===== config.mk =====
export PLATFORM = sky130hd
export DESIGN_NAME = prog_loader
export DESIGN_NICKNAME = d
export VERILOG_FILES = /design/src/rtl/prog_loader_pkg.sv /design/src/rtl/loader_pacer.sv /design/src/rtl/prog_loader.sv
export SDC_FILE = /design/constraint.sdc
export NUM_CORES = 1
export LEC_CHECK = 0
export CAP_MARGIN = 10
export CORE_ASPECT_RATIO = 0.6
export CORE_MARGIN = 2
export CORE_UTILIZATION = 44
export DETAILED_ROUTE_END_ITERATION = 6
export HOLD_SLACK_MARGIN = 0.03
export PLACE_DENSITY = 0.8
export REMOVE_ABC_BUFFERS = 1
export SLEW_MARGIN = 30
export SYNTH_ARGS = -nofsm -noshare
export SYNTH_HDL_FRONTEND = slang
export SYNTH_SLANG_ARGS = --single-unit

===== constraint.sdc =====
create_clock -name clk1 -period 5.04 [get_ports clk1]
set_clock_uncertainty 0.1 [all_clocks]
set_input_delay 0.504 -clock clk1 [delete_from_list [all_inputs] [get_ports clk1]]
set_output_delay 0.504 -clock clk1 [all_outputs]
set_load 0.02 [all_outputs]

===== src/rtl/prog_loader_pkg.sv =====
// Shared types and helpers for the CPU program loader.
// Pure declarations: no latency, no flow control.
package prog_loader_pkg;

    localparam int ADDR_W  = 8;
    localparam int INSTR_W = 8;
    localparam int WORD_W  = 16;

    typedef enum logic [2:0] {
        ST_IDLE   = 3'd0,
        ST_SETUP  = 3'd1,
        ST_STROBE = 3'd2,
        ST_GAP    = 3'd3,
        ST_START  = 3'd4,
        ST_FINISH = 3'd5
    } state_t;

    function automatic logic [WORD_W-1:0] pack_word(input logic [ADDR_W-1:0]  addr,
                                                    input logic [INSTR_W-1:0] instr);
        return {addr, instr};
    endfunction

endpackage


===== src/rtl/loader_pacer.sv =====
// Loadable down-counter with a zero flag; times SETUP, GAP and START phases.
// Load takes effect next cycle; a loaded value N gives N+1 cycles until zero clears the phase.
// No backpressure: counts every cycle until it reaches zero, then holds.
module loader_pacer #(
    parameter int W = 8
) (
    input  logic         clk1,
    input  logic         rst,
    input  logic         load,
    input  logic [W-1:0] load_val,
    output logic         zero
);

    logic [W-1:0] cnt;

    always_ff @(posedge clk1) begin
        if (rst) begin
            cnt <= '0;
        end else if (load) begin
            cnt <= load_val;
        end else if (cnt != '0) begin
            cnt <= cnt - W'(1);
        end
    end

    assign zero = (cnt == '0);

endmodule


===== src/rtl/prog_loader.sv =====
// Packs a byte stream into {addr, instr} words for the CPU load port, then pulses cpu_rst.
// Accept-to-done latency SETUP_CYC+1; word period SETUP_CYC+GAP_CYC+1. PROG_LOADER_CHECKSUM_EN makes eop a checksum.
// byte_ready is high only in IDLE and on the last GAP cycle; input bytes are held by the source otherwise.
module prog_loader
    import prog_loader_pkg::*;
#(
    parameter int SETUP_CYC = 1,
    parameter int GAP_CYC   = 2,
    parameter int RST_CYC   = 2
) (
    input  logic               clk1,
    input  logic               rst,
    input  logic               byte_valid,
    input  logic [INSTR_W-1:0] byte_data,
    input  logic               byte_eop,
    output logic               byte_ready,
    output logic [WORD_W-1:0]  load_word,
    output logic               done,
    output logic               cpu_rst,
    output logic               busy,
    output logic               ovf,
    output logic               chk_err
);

    localparam int CNT_W = 8;
    localparam logic [CNT_W-1:0] SETUP_LD = CNT_W'(SETUP_CYC - 1);
    localparam logic [CNT_W-1:0] GAP_LD   = (GAP_CYC > 0) ? CNT_W'(GAP_CYC - 1) : '0;
    localparam logic [CNT_W-1:0] RST_LD   = CNT_W'(RST_CYC - 1);

    state_t             state, state_next, acc_state;
    logic [ADDR_W-1:0]  addr;
    logic               eop_q, wrapped;
    logic               ready_int, accept;
    logic               pace_load, pace_zero;
    logic [CNT_W-1:0]   pace_val;
`ifdef PROG_LOADER_CHECKSUM_EN
    logic [INSTR_W-1:0] sum;
`endif

    assign accept = byte_valid & ready_int;

    // Where an accepted byte leads: a normal load, a dropped overflow byte, or the checksum verdict.
    always_comb begin
        acc_state = ST_SETUP;
`ifdef PROG_LOADER_CHECKSUM_EN
        if (byte_eop) begin
            acc_state = (byte_data == sum) ? ST_START : ST_FINISH;
        end else if (wrapped) begin
            acc_state = ST_IDLE;
        end
`else
        if (wrapped && !byte_eop) begin
            acc_state = ST_IDLE;
        end
`endif
    end

    always_ff @(posedge clk1) begin
        if (rst) begin
            state <= ST_IDLE;
        end else begin
            state <= state_next;
        end
    end

    always_comb begin
        state_next = state;
        case (state)
            ST_IDLE:   if (accept) state_next = acc_state;
            ST_SETUP:  if (pace_zero) state_next = ST_STROBE;
            ST_STROBE: begin
                if (eop_q) begin
                    state_next = ST_START;
                end else if (GAP_CYC > 0) begin
                    state_next = ST_GAP;
                end else begin
                    state_next = accept ? acc_state : ST_IDLE;
                end
            end
            ST_GAP:    if (pace_zero) state_next = accept ? acc_state : ST_IDLE;
            ST_START:  if (pace_zero) state_next = ST_FINISH;
            ST_FINISH: state_next = ST_FINISH;
            default:   state_next = ST_IDLE;
        endcase
    end

    // With no gap cycles the strobe cycle doubles as the last gap cycle, keeping a 2-cycle period.
    always_comb begin
        done      = (state == ST_STROBE);
        cpu_rst   = (state == ST_START);
        ready_int = 1'b0;
        case (state)
            ST_IDLE:   ready_int = 1'b1;
            ST_GAP:    ready_int = pace_zero;
            ST_STROBE: ready_int = (GAP_CYC == 0) && !eop_q;
            default:   ready_int = 1'b0;
        endcase
        byte_ready = ready_int & ~rst;
    end

    assign pace_load = (state_next != state);

    always_comb begin
        case (state_next)
            ST_SETUP: pace_val = SETUP_LD;
            ST_GAP:   pace_val = GAP_LD;
            ST_START: pace_val = RST_LD;
            default:  pace_val = '0;
        endcase
    end

    loader_pacer #(.W(CNT_W)) u_pacer (
        .clk1     (clk1),
        .rst      (rst),
        .load     (pace_load),
        .load_val (pace_val),
        .zero     (pace_zero)
    );

    always_ff @(posedge clk1) begin
        if (rst) begin
            load_word <= '0;
            addr      <= '0;
            eop_q     <= 1'b0;
            wrapped   <= 1'b0;
            ovf       <= 1'b0;
            busy      <= 1'b0;
        end else begin
            if (accept && acc_state == ST_SETUP) begin
                load_word <= pack_word(addr, byte_data);
                addr      <= addr + 8'd1;
                eop_q     <= byte_eop;
                if (addr == '1) begin
                    wrapped <= 1'b1;
                end
            end
            if (accept && acc_state == ST_IDLE) begin
                ovf <= 1'b1;
            end
            if (state_next == ST_FINISH) begin
                busy <= 1'b0;
            end else if (accept) begin
                busy <= 1'b1;
            end
        end
    end

`ifdef PROG_LOADER_CHECKSUM_EN
    always_ff @(posedge clk1) begin
        if (rst) begin
            sum     <= '0;
            chk_err <= 1'b0;
        end else begin
            if (accept && acc_state == ST_SETUP) begin
                sum <= sum + byte_data;
            end
            if (accept && byte_eop && byte_data != sum) begin
                chk_err <= 1'b1;
            end
        end
    end
`else
    assign chk_err = 1'b0;
`endif

endmodule

==> impl_metrics.toml, run 1 <==
[grt]
grt_start_max_net_pins = 35
grt_remaining_overflow = 0
grtUsageTotal_pct = 19.6
grt_antenna_before_repair = 0
first_global_vias = 1477
grt_pass1_wl_mm = 7.11

[cts]
cts_buffer_depth = 2
root_buffer = "clkbuf_8"
cts_tree = "built"
numCtsBuffers = 5
hold_buffers = 0
htreeDepth = 2
path_clk_slew_ns = 0.08
cts.repair.resized = 0
clock-sinks = 39
insertion_delay_ns = 0.29
cts_setup_buffers = 0

[synth]
synthTopCellsByArea = "dfxtp_1 42%, a21oi_1 8.2%, nand3_1 6.3%"
async_flop_share_pct = 0
synth_top_area_cell = "dfxtp_1"
synth.yosys.seq_area_share_pct = 42.5
synth_common_cells = "39 x dfxtp_1, 30 x a21oi_1, 23 x nand3_1, 22 x o21ai_0, 13 x clkbuf_1"
synth-edff-count = 0
yosys.cell_types.count = 42
syn_inst = 223
syn_area_mm2 = 0.00184
ys.warnings.count = 0
synth_top_flop_cell = "dfxtp_1"
synth_top_area_share_pct = 42.5
synth_most_common_cell = "dfxtp_1"
ys_ff_latch = 39
synth.avg_cell_area_um2 = 8.24

[drt]
drc_errors = 0
first_pass_iters = 4
viasPerCell = 5.81
dr.first_iter.drc_count = 187
wire_per_inst_um = 14.5
vias = 1749
routed_wirelength_mm = 4.36
antenna_left = 0

[pwr]
pwr-share-clk_pct = 19.8
power_density_mw_per_mm2 = 591
combPwrFrac_pct = 48.5
switching_share_pct = 42.8
p_seq_share_pct = 31.7
leakage_nw = 0.807
p_int_mw = 0.780
switchingPower_mw = 0.583
vdd_ir_drop_max_uv = 258

[die]
die_x_um = 87.4
pin_count = 34
start_util_pct = 45.3
core_mm2 = 0.00405
die-area_mm2 = 0.00473
die_y_um = 54.1
num_rows = 18

[timing]
finalSetupViolations = 0
rsz0062_at_grt = "false"
max_freq_ghz = 0.339
slew_headroom_pct = 50.3
timing.final.max_slew_violations = 0
finalCritPeriodShare_pct = 58.5
tightest_slew_ns = 0.744
hold_violations = 0
finalWorstSetupSlack_ns = 2.09
tns_ns = 0
min_period_ns = 2.95

[finish]
nFillCells = 354
drive_above_1_share_pct = 7.97
nets = 264
final_core_util_pct = 56.9
syn2layout_area_growth_pct = 25.5
fin_cells = 301
multi_input_comb_area_um2 = 980
register_area_um2 = 781
diodes = 0

[outcome]
status = "finished clean"

[worst_setup_path]
crit_type = "reg2out"
reg2regPathDepth = 7
cp_max_fo = 7
cp-start-kind = "flop"
cp-end-kind = "output pin"
cp.required_ns = 4.44
r2r_start = "u_pacer.cnt[0]"
startpoint = "u_pacer.cnt[0]"
crit_arrival_ns = 2.35

[run]
maxCapViolations = 0

[min_path]
min_from = "load_word[13]"
holdPathStages = 2
hp-class = "reg2reg"

[placement]
port_buffers = 32
dp.cells = 293
place_hpwl_mm = 2.90
preCtsSetupSlack_ns = 2.17
place.gp.congestion = 0.878
registers in the layout, indices dropped and copies added (netlist names):
name         count
u_pacer.cnt      8
ovf              1
load_word       16
addr             8
wrapped          1
eop_q            1
state            3
busy             1
path summary, 6_finish.rpt:
| check | endpoint | slack, ns |
|---|---|---|
| min reg2reg | load_word[13] | 0.38 |
| max | byte_ready | 2.09 |
| max reg2reg | addr[7] | 2.60 |
| min | load_word[13] | 0.38 |
through the flow:
stage | hold slack (ns) | area, um2 | power [mW]
after floorplan | 0.340 | 1780 | 0.886
after global placement | 0.360 | 2190 | 1.09
after detailed placement | 0.369 | 2190 | 1.09
after CTS | 0.380 | 2310 | 1.36
after global routing | 0.389 | 2310 | 1.47
final | 0.379 | 2310 | 1.36
cell families (layout without fill, tap and decap cells):
family / after synthesis / count (layout) / share of synthesized area (%)
buffers and inverters: 21 / 49 / 4.56
other: 1 / 1 / 0.204
flip-flops: 39 / 39 / 42.5
XOR/XNOR: 3 / 3 / 1.43
AO/OA/AOI/OAI: 78 / 78 / 25.0
AND/OR/NAND/NOR: 76 / 76 / 23.2
multiplexers: 3 / 3 / 1.77
adder cells (fa/ha/maj): 2 / 2 / 1.36
power groups by stage:
stage	clock network [mW]	logic, mW	registers [mW]
floorplan	0	0.440	0.446
global placement	0	0.654	0.439
detailed placement	0	0.653	0.438
CTS	0.278	0.656	0.431
global route	0.289	0.741	0.440
finish	0.270	0.661	0.432
cell usage in the layout, fill, tap and decap left out, types with 7 or more instances in the layout:
cell type,synthesis,final
a211oi_1,7,7
a21oi_1,30,30
clkdlybuf4s50_1,0,32
dfxtp_1,39,39
nand2_1,10,10
nand3_1,23,23
nor2_1,9,9
o21ai_0,22,22
critical path, stage by stage (launching register included):
cell	delay, ns
dfxtp_1	0.32
inv_1	0.07
ha_1	0.19
nor3b_2	0.46
a31oi_2	0.19
nor3_1	0.19
clkdlybuf4s50_1	0.63
final cells by class:
| type | count | share of cell area, % |
|---|---|---|
| Clock buffer | 6 | 3.58 |
| Clock inverter | 2 | 1.52 |
| Inverter | 6 | 0.977 |
| Multi-Input combinational cell | 163 | 42.5 |
| Sequential cell | 39 | 33.9 |
| Tap cell | 50 | 2.71 |
| Timing Repair Buffer | 35 | 14.9 |
layer usage:
layer,global-route usage [%],wire length (um),vias up,part of all wire (%)
met5,0,0,-,0
met4,6.41,25,0,0.57
met3,5.37,267,2,6.1
met2,25.6,1760,54,40
met1,30.3,2310,816,53
li1,-,-,877,-
Power figures use the tool's default switching activity.
==> run 2: changes to the inputs <==
- clock period: 5.04 -> 2.75 ns (I/O delays scaled with it)
==> run 2 against run 1 <==
Final area rose by 1.3%; clock power is 82% higher; sequential cell count unchanged; critical path type unchanged; die area is the same; power up 89%; largest power group unchanged; final cell count rose by 1.3%; setup slack worse by 1.8 ns.
==> impl_metrics.toml, run 2 (synthesized netlist as in run 1, its figures left out) <==
[finish]
nets = 268
multi_input_comb_area_um2 = 980
regMostFlops = "load_word"
largest_reg_flops = 16
reg_top3 = "load_word: 16 flops, addr: 8 flops, u_pacer.cnt: 8 flops"
fin_cells = 305
diodes = 0
mostFrequentLayoutCells = "39 x dfxtp_1, 32 x clkdlybuf4s50_1, 30 x a21oi_1, 23 x nand3_1, 22 x o21ai_0"
drive_above_1_share_pct = 9.41
register_area_um2 = 781
layout_commonest_cell = "dfxtp_1"
syn2layout_area_growth_pct = 27.1
nFillCells = 348
final_core_util_pct = 57.6
design_area_mm2 = 0.00234

[worst_setup_path]
cp_max_fo = 4
cp-end-kind = "output pin"
cp-start-kind = "flop"
crit_type = "reg2out"
crit_arrival_ns = 2.09
cp.required_ns = 2.38
reg2regPathDepth = 6

[timing]
rsz0062_at_grt = "false"
max_freq_ghz = 0.406
min_period_ns = 2.46
finalCritPeriodShare_pct = 89.6
tightest_slew_ns = 0.641
timing.final.max_slew_violations = 0
tns_ns = 0
hold_violations = 0
finalWorstSetupSlack_ns = 0.286
slew_headroom_pct = 57.2
finalSetupViolations = 0

[drt]
first_pass_iters = 5
dr.first_iter.drc_count = 246
viasPerCell = 5.85
drc_errors = 0
wire_per_inst_um = 14.9
antenna_left = 0
routed_wirelength_mm = 4.54
vias = 1785

[outcome]
status = "finished clean"

[cts]
cts_tree = "built"
hold_buffers = 0
clock-sinks = 39
root_buffer = "clkbuf_8"
cts_buffer_depth = 2
htreeDepth = 2
insertion_delay_ns = 0.29
cts_setup_buffers = 0
cts.repair.resized = 0
numCtsBuffers = 5
path_clk_slew_ns = 0.08

[placement]
dp.cells = 297
place_hpwl_mm = 3.12
preCtsSetupSlack_ns = 0.428
place.gp.congestion = 0.880
port_buffers = 32
place_area_mm2 = 0.00222

[die]
num_rows = 18
start_util_pct = 45.3
die_y_um = 54.1
core_mm2 = 0.00405
die-area_mm2 = 0.00473
pin_count = 34
die_x_um = 87.4

[pwr]
power_density_mw_per_mm2 = 1100
vdd_ir_drop_max_uv = 475
leakage_nw = 0.825

[grt]
grtUsageTotal_pct = 19.7
first_global_vias = 1430
grt_start_max_net_pins = 34
grt_antenna_before_repair = 0
grt_remaining_overflow = 0
grt_pass1_wl_mm = 7.14

[run]
maxCapViolations = 0

[min_path]
hp-class = "reg2reg"
holdPathStages = 2
run 2: cell count changes in the layout (fill, tap and decap cells not counted):
cell and change:
buf_4 +4
run 2: power breakdown:
part	switching, mW	internal, mW
Clock	0.197	0.294
Combinational	0.768	0.521
Sequential	0.129	0.671
run 2: worst paths after layout:
kind	from	to	slack (ns)
hold / removal	load_word[2]	load_word[2]	0.38
setup / recovery	u_pacer.cnt[0]	byte_ready	0.29
setup reg to reg	u_pacer.cnt[0]	u_pacer.cnt[2]	0.66
hold reg to reg	load_word[2]	load_word[2]	0.38
run 2: layer usage:
metal / global-route usage [%] / part of all wire [%] / vias to the layer above
li1: - / - / 880
met5: 0 / 0 / -
met2: 24.6 / 41 / 84
met3: 5.21 / 7.1 / 4
met4: 4.62 / 0.84 / 0
met1: 31.9 / 51 / 817
run 2: per-stage QoR:
step,hold WS [ns],power [mW]
2_1_floorplan,0.244,1.62
3_3_place_gp,0.363,2.06
3_5_place_dp,0.363,2.07
4_1_cts,0.378,2.56
5_1_grt,0.401,2.76
6_report,0.377,2.58
run 2: critical path: stages (launching register included):
cell and delay, ns:
dfxtp_1 0.33, inv_1 0.07, ha_1 0.19, nor3b_2 0.23, a31oi_2 0.13, nor3_1 0.21
clkdlybuf4s50_1 0.65
run 2: area by class of cell:
type / instances / area share [%]
Multi-Input combinational cell: 163 / 41.9
Sequential cell: 39 / 33.4
Timing Repair Buffer: 39 / 16.0
Clock buffer: 6 / 3.54
Tap cell: 50 / 2.68
Clock inverter: 2 / 1.50
Inverter: 6 / 0.964
==> run 3: changes to the inputs <==
- CTS_BUF_LIST: default -> sky130_fd_sc_hd__clkbuf_2
- clock period: 2.75 -> 2.5 ns (I/O delays scaled with it)
==> run 3 against run 2 <==
Clock power shrank 21%; non-clock buffer count is 3 higher; wire length down 2.6%; sequential share of layout area up 0.40 points; highest routed layer is now met3; register-to-register slack lost 0.28 ns; clock-buffer cell count is 1 lower; setup slack worse by 0.13 ns; first-iteration DRC count decreased by 8.9%.
==> impl_metrics.toml, run 3 (synthesized netlist as in run 1, its figures left out) <==
[outcome]
status = "finished clean"

[finish]
mostFrequentLayoutCells = "39 x dfxtp_1, 31 x clkdlybuf4s50_1, 30 x a21oi_1, 23 x nand3_1, 22 x o21ai_0"
largest_reg_flops = 16
final_core_util_pct = 56.9
regMostFlops = "load_word"
layout_commonest_cell = "dfxtp_1"
diodes = 0
drive_above_1_share_pct = 10.5
reg_top3 = "load_word: 16 flops, addr: 8 flops, u_pacer.cnt: 8 flops"
syn2layout_area_growth_pct = 25.6
nets = 271

[worst_setup_path]
cp-end-kind = "output pin"
regToRegEndpoint = "u_pacer.cnt[1]"
r2r_start = "u_pacer.cnt[0]"
reg2regPathDepth = 6
cp-start-kind = "flop"
crit_type = "reg2out"
cp_max_fo = 7
ff2ff_setup_slack_ns = 0.38
cp.required_ns = 2.15
crit_arrival_ns = 1.99

[min_path]
holdPathStages = 3
hp-class = "in2reg"
hold_end = "load_word[4]"
min_from = "byte_data[4]"

[cts]
root_buffer = "clkbuf_2"
numCtsBuffers = 5
insertion_delay_ns = 0.39
hold_buffers = 0
cts_buffer_depth = 2
htreeDepth = 2
path_clk_slew_ns = 0.22
clock-sinks = 39
cts_tree = "built"

[drt]
drc_errors = 0
dr.first_iter.drc_count = 224
antenna_left = 0
wire_per_inst_um = 14.4
vias = 1767
viasPerCell = 5.74
routed_wirelength_mm = 4.43
first_pass_iters = 4

[die]
start_util_pct = 45.3
die_x_um = 87.4
num_rows = 18
die_y_um = 54.1
core_mm2 = 0.00405
die-area_mm2 = 0.00473
pin_count = 34

[timing]
slew_headroom_pct = 61.9
tns_ns = 0
finalCritPeriodShare_pct = 93.6
max_freq_ghz = 0.427
rsz0062_at_grt = "false"
tightest_slew_ns = 0.567
hold_violations = 0
finalSetupViolations = 0
timing.final.max_slew_violations = 0
hold_slack_ns = 0.281
min_period_ns = 2.34

[grt]
first_global_vias = 1473
grtUsageTotal_pct = 19.5
grt_start_max_net_pins = 34
grt_remaining_overflow = 0
grt_antenna_before_repair = 0
grt_pass1_wl_mm = 7.13

[pwr]
combPwrFrac_pct = 53.0
switchingPower_mw = 1.20
power_density_mw_per_mm2 = 1170
vdd_ir_drop_max_uv = 459
pwr-share-clk_pct = 14.4
p_seq_share_pct = 32.6
leakage_nw = 0.824
switching_share_pct = 44.5
p_int_mw = 1.50

[placement]
place_hpwl_mm = 3.21
port_buffers = 32
place.gp.congestion = 0.904

[run]
maxCapViolations = 0
==> run 3: cell types whose count changed in the layout (fill, tap and decap cells not counted) <==
| cell | previous run | this run |
|---|---|---|
| clkbuf_2 | 0 | 5 |
| dlygate4sd2_1 | 0 | 1 |
| clkbuf_8 | 6 | 0 |
| clkinv_4 | 0 | 1 |
| clkdlybuf4s50_1 | 32 | 31 |
| buf_4 | 7 | 10 |
==> run 3: worst max-delay path by stage <==
stage | from | endpoint | slack [ns] | depth (start not counted)
3_5_place_dp | byte_valid | addr[7] | 0.39 | 5
6_report | state[1] | done | 0.16 | 3
5_1_grt | state[1] | done | 0.07 | 3
2_1_floorplan | u_pacer.cnt[0] | addr[7] | 0.008 | 6
4_1_cts | state[1] | done | 0.17 | 3
3_3_place_gp | byte_valid | addr[7] | 0.42 | 5
==> run 3: cell type report <==
class,count,area [um2]
timing repair buffer,42,394
fill,378,1750
tap,50,62.6
inverter,6,22.5
clock buffer,5,25.0
clock inverter,3,43.8
sequential,39,781
multi-input combinational,163,980
==> run 3: power groups by stage <==
stage                     logic (mW)  clock network [mW]  registers, mW
after floorplan                0.888                   0          0.899
after global placement          1.40                   0          0.884
after detailed placement        1.43                   0          0.889
after CTS                       1.42               0.392          0.875
after global routing            1.58               0.422          0.898
final                           1.43               0.388          0.879
==> run 3: timing repair <==
action	in CTS	in global routing
resized for setup	1	0
setup buffers	0	0
endpoints found under the setup margin	1	0
==> run 3: metal layers <==
metal / vias up / global-route usage, % / wire (um)
met5: - / 0 / 0
met4: 0 / 3.59 / 0
met3: 0 / 5.37 / 273
met2: 57 / 25.9 / 1850
met1: 815 / 30.9 / 2300
li1: 895 / - / -
==> run 3: worst max-delay path, cell delays in order, from the launching register on <==
cell and delay [ns]:
dfxtp_1 0.50, inv_1 0.15, nor3_1 0.30, clkdlybuf4s50_1 0.66
==> run 3: per-stage QoR <==
stage	cell area, um2	worst slack (ns)	instances	total power [mW]
2_1_floorplan	1780	0.00788	208	1.79
4_1_cts	2310	0.166	308	2.69
6_report	2310	0.159	308	2.70
5_1_grt	2310	0.0719	308	2.90
3_3_place_gp	2240	0.417	300	2.29
3_5_place_dp	2240	0.390	300	2.31
